<file path="src/rtl/dmem_arbiter.sv">
// Two-port arbiter in front of a single combinational data memory: round-robin
// grants with optional locked bursts, and a registered response one cycle after each beat.
module dmem_arbiter #(
    parameter int ADDR_W    = 32,
    parameter int DATA_W    = 32,
    parameter int MAX_BURST = 4
) (
    input  logic              clk,
    input  logic              reset,
    input  logic              req_valid_0,
    input  logic              req_write_0,
    input  logic              req_lock_0,
    input  logic [ADDR_W-1:0] req_addr_0,
    input  logic [DATA_W-1:0] req_wdata_0,
    output logic              req_ready_0,
    output logic              rsp_valid_0,
    output logic [DATA_W-1:0] rsp_rdata_0,
    input  logic              req_valid_1,
    input  logic              req_write_1,
    input  logic              req_lock_1,
    input  logic [ADDR_W-1:0] req_addr_1,
    input  logic [DATA_W-1:0] req_wdata_1,
    output logic              req_ready_1,
    output logic              rsp_valid_1,
    output logic [DATA_W-1:0] rsp_rdata_1,
    output logic [ADDR_W-1:0] mem_address,
    output logic [DATA_W-1:0] mem_write_data,
    output logic              mem_read,
    output logic              mem_write,
    input  logic [DATA_W-1:0] mem_read_data,
    output logic [1:0]        dbg_state
);

    // Handshake: a beat on port N transfers in the cycle req_valid_N && req_ready_N;
    // the requester holds its request stable until then, and its response follows one cycle later.

    typedef enum logic [1:0] {
        IDLE  = 2'd0,
        LOCK0 = 2'd1,
        LOCK1 = 2'd2
    } state_t;

    localparam int CNT_W = $clog2(MAX_BURST) + 1;
    localparam logic [CNT_W-1:0] BURST_LIMIT = CNT_W'(MAX_BURST);

    state_t           state, state_nxt;
    logic             last, last_nxt;
    logic [CNT_W-1:0] burst_cnt, cnt_nxt, cnt_inc;
    logic             grant_0, grant_1;
    logic             gnt_write, gnt_lock;

    always_comb begin
        grant_0   = 1'b0;
        grant_1   = 1'b0;
        state_nxt = state;
        last_nxt  = last;
        cnt_nxt   = burst_cnt;
        cnt_inc   = burst_cnt + 1'b1;
        gnt_write = 1'b0;
        gnt_lock  = 1'b0;

        if (!reset) begin
            unique case (state)
                IDLE: begin
                    // last records the most recent winner, so a tie goes to the other port
                    if (req_valid_0 && (!req_valid_1 || last))
                        grant_0 = 1'b1;
                    else if (req_valid_1)
                        grant_1 = 1'b1;
                end
                LOCK0:   grant_0 = req_valid_0;
                LOCK1:   grant_1 = req_valid_1;
                default: ;
            endcase
        end

        if (grant_0) begin
            gnt_write = req_write_0;
            gnt_lock  = req_lock_0;
        end else if (grant_1) begin
            gnt_write = req_write_1;
            gnt_lock  = req_lock_1;
        end

        if (grant_0 || grant_1) begin
            last_nxt = grant_1;
            if (gnt_lock && (cnt_inc < BURST_LIMIT)) begin
                state_nxt = grant_1 ? LOCK1 : LOCK0;
                cnt_nxt   = cnt_inc;
            end else begin
                state_nxt = IDLE;
                cnt_nxt   = '0;
            end
        end else if (state != IDLE) begin
            // owner went idle: release the lock rather than stall the other port
            state_nxt = IDLE;
            cnt_nxt   = '0;
        end
    end

    always_comb begin
        mem_address    = '0;
        mem_write_data = '0;
        if (grant_0) begin
            mem_address    = req_addr_0;
            mem_write_data = req_wdata_0;
        end else if (grant_1) begin
            mem_address    = req_addr_1;
            mem_write_data = req_wdata_1;
        end
    end

    assign mem_write   = gnt_write;
    assign mem_read    = (grant_0 || grant_1) && !gnt_write;
    assign req_ready_0 = grant_0;
    assign req_ready_1 = grant_1;
    assign dbg_state   = state;

    always_ff @(posedge clk) begin
        if (reset) begin
            state       <= IDLE;
            last        <= 1'b1;
            burst_cnt   <= '0;
            rsp_valid_0 <= 1'b0;
            rsp_valid_1 <= 1'b0;
            rsp_rdata_0 <= '0;
            rsp_rdata_1 <= '0;
        end else begin
            state       <= state_nxt;
            last        <= last_nxt;
            burst_cnt   <= cnt_nxt;
            rsp_valid_0 <= grant_0;
            rsp_valid_1 <= grant_1;
            if (grant_0)
                rsp_rdata_0 <= req_write_0 ? '0 : mem_read_data;
            if (grant_1)
                rsp_rdata_1 <= req_write_1 ? '0 : mem_read_data;
        end
    end

endmodule
</file>
<file path="config.mk">
export PLATFORM = sky130hd
export DESIGN_NAME = dmem_arbiter
export DESIGN_NICKNAME = d
export VERILOG_FILES = /design/src/rtl/dmem_arbiter.sv
export SDC_FILE = /design/constraint.sdc
export NUM_CORES = 1
export LEC_CHECK = 0
export BUFFER_PORTS_ARGS = -buffer_cell sky130_fd_sc_hd__buf_4
export CAP_MARGIN = 15
export CORE_AREA = 2 2 117 119
export CTS_CLUSTER_DIAMETER = 30
export DETAILED_ROUTE_END_ITERATION = 12
export DIE_AREA = 0 0 119 121
export HOLD_SLACK_MARGIN = 0.05
export MAX_ROUTING_LAYER = met4
export PLACE_DENSITY = 0.67
export SYNTH_ARGS = -nofsm -noshare
export SYNTH_HDL_FRONTEND = slang
export SYNTH_SLANG_ARGS = --single-unit
export TNS_END_PERCENT = 30
</file>
<file path="constraint.sdc">
create_clock -name clk -period 1.9 [get_ports clk]
set_clock_uncertainty 0.15 [all_clocks]
set_input_delay 0.285 -clock clk [delete_from_list [all_inputs] [get_ports clk]]
set_output_delay 0.285 -clock clk [all_outputs]
set_load 0.005 [all_outputs]
</file>
==> out/metrics.yaml <==
status: "finished, violations left"
violations: "negative setup slack"
fin_util_pct: 52.6
startpoint_type: "register"
final_nets: 854
dpl.cell_count: 802
wl_um: 16600
r2r-start: "dbg_state[0]$_SDFFE_PP0P_"
synth.distinct_cells: 25
cp_data_required_time_ps: 1460
min_path_type: "primary input to register"
portBuffers: 303
crit_type: "register to output port"
cts_buffer_depth: 2
dp_hpwl_um: 12700
cts_inserted_buffers: 9
drive_gt1_share_pct: 56.5
drcViolationCount: 0
vias: 4209
insertion_delay_ps: 320
cts_tree: "done"
regArea_um2: 1450
die_area_um2: 14400
drt_pass1_iterations: 4
die_w_um: 119
min_path_cells: 2
die_h_um: 121
grt_setup_unrepaired: "yes"
fin_crit_sh_pct: 117
antenna_found_initial: 2
p_sw_mw: 1.10
ys_ff_latch: 72
htreeDepth: 3
yosysWarnings: 0
internal_power_mw: 3.31
ys_seq_area_share_pct: 45.3
synth_top_area_share_pct: 45.3
reg2reg_to: "rsp_rdata_1[20]$_SDFFE_PP0N_"
p_sw_share_pct: 24.9
multi_input_area_um2: 1640
cts_root_buffer: "clkbuf_16"
min_from: "mem_read_data[3]"
fmax_mhz: 449
grt_max_degree: 34
synthTopCellsByCount: "a22o_1, dfxtp_1, nand2_1, a21oi_1, nand3b_1"
synth_most_common_cell: "a22o_1"
setup_viol: 100
gp_congestion: 0.987
numClockSinks: 72
coreArea_um2: 13100
critPathCaptureType: "output port"
r2r_setup_slack_ps: -140
fill_cells: 1204
pwr-share-seq_pct: 36.4
synth_async_sr_flop_share_pct: 0
ant_nets: 0
cap_violations: 0
grt_pass1_vias: 4205
viasPerCell: 4.85
vdd_drop_max_uv: 398
clkTransAtPathRegs_ps: 60
synth_nets: 500
powerDensity_nw_per_um2: 641
synth.area.top_cells: "dfxtp_1, a22o_1, nand3b_1, a21oi_1, nand2_1"
arrival_ps: 1790
slew-limit-headroom_pct: 72.2
synth_area_per_cell_um2: 9.62
critPathMaxFanout: 6
ioPinCount: 304
area_growth_pct: 116
power_leakage_nw: 3.26
stdcell_count: 868
min_to: "rsp_rdata_1[3]$_SDFFE_PP0N_"
ys.flop_type: "dfxtp_1"
hold_viol_final: 0
layout_setup_ws_ps: -326
r2r_cells: 10
p_clk_share_pct: 37.3
start_util_pct: 24.3
period_minus_slack_ps: 2230
synth_top_area_cell: "dfxtp_1"
p_comb_share_pct: 26.4
final_max_slew_viol_count: 0
num_rows: 42
worstMarginPinSlew_ps: 417
netlist_instances: 331
wire_per_inst_um: 19.1
syn-cell-area_um2: 3180
grt_pass1_wl_um: 23700
grt-ovfl-total: 0
synth_edf_count: 0
grt_usage_pct: 21.9
drtIter0Drc: 333
[state kept, by name, indices dropped and copies added (netlist names)]
register	cells
rsp_valid_0	1
dbg_state	2
burst_cnt	3
rsp_valid_1	1
rsp_rdata_1	32
last	1
rsp_rdata_0	32
[layout make-up]
type                       count  share of cell area, %
tap                          176                   3.20
clock inverter                 6                   1.02
sequential                    72                   21.0
timing repair buffer         379                   47.2
multi-input combinational    220                   23.8
inverter                       3                  0.382
clock buffer                  10                   3.33
antenna                        2                 0.0727
[power groups by stage]
stage / Sequential [mW] / Combinational [mW] / Clock, mW
CTS: 1.60 / 1.12 / 1.69
detailed placement: 1.63 / 0.979 / 0
global placement: 1.63 / 0.963 / 0
global route: 1.61 / 1.23 / 1.77
floorplan: 1.64 / 0.304 / 0
finish: 1.60 / 1.16 / 1.64
[worst max-delay path by stage]
| stage | start | to | cells past startpoint |
|---|---|---|---|
| 2_1_floorplan | reset | mem_address[0] | 7 |
| 3_3_place_gp | req_valid_1 | mem_address[27] | 7 |
| 3_5_place_dp | req_valid_1 | mem_write_data[30] | 7 |
| 4_1_cts | dbg_state[0]$_SDFFE_PP0P_ | mem_write_data[2] | 7 |
| 5_1_grt | dbg_state[0]$_SDFFE_PP0P_ | mem_address[3] | 7 |
| 6_report | dbg_state[0]$_SDFFE_PP0P_ | mem_address[30] | 7 |
[routing by layer]
layer,track usage [%],wire length (um),vias up
met5,-,0,-
met4,10.6,694,0
met3,4.70,923,32
met2,36.7,8320,198
met1,24.8,6660,2021
li1,-,-,1958
[through the flow]
stage               setup WS (ps)  setup TNS, ps  total power, mW  hold slack [ps]  cell area [um2]
floorplan                    16.0              0             1.94              249             3190
global placement             -107          -3270             2.60              290             5800
detailed placement           -129          -5000             2.61              294             5800
CTS                          -339         -18850             4.41             51.0             6680
global route                 -386         -29690             4.61             50.0             6880
finish                       -326         -22730             4.41             57.7             6880
[worst max-delay path: stages, from the launching register on]
cell	delay, ps
dfxtp_2	340
nand2b_4	150
a311oi_4	270
buf_4	180
buf_12	120
buf_4	140
a22o_1	150
buf_4	120
[placed cells by master, fill, tap and decap left out, types with 2 or more instances in the layout]
master | netlist | routed
buf_4 | 3 | 314
a22o_1 | 97 | 94
dfxtp_1 | 72 | 69
nand2_1 | 39 | 39
nand3b_1 | 32 | 32
a21oi_1 | 32 | 29
dlygate4sd3_1 | 0 | 26
buf_6 | 2 | 19
clkbuf_16 | 0 | 13
buf_12 | 0 | 10
buf_8 | 0 | 4
a22o_4 | 0 | 3
nor2_1 | 5 | 3
a21oi_2 | 0 | 3
clkinvlp_4 | 0 | 3
dfxtp_2 | 0 | 3
diode_2 | 0 | 2
nand2b_4 | 0 | 2
clkinv_4 | 0 | 2
buf_16 | 0 | 2
[timing repair]
| action | 4_1_cts | 5_1_grt |
|---|---|---|
| pin swaps | 27 | 35 |
| endpoints found under the hold margin | 25 | 1 |
| resized for setup | 42 | 21 |
| hold buffers | 25 | 1 |
| buffers inserted | 12 | 7 |
| cloned | 3 | 5 |
| setup endpoints to repair | 68 | 101 |
[logic make-up after synthesis]
kind of cell	count (synthesis)	share of synthesized area, %
AOI/OAI and AO/OA	134	33.7
xor gates and xnor gates	1	0.275
adders and majority gates	1	0.393
buffers and inverters	39	5.97
DFF	72	45.3
and+or+nand+nor	84	14.4
No activity file was read; power rests on OpenSTA's default activity.
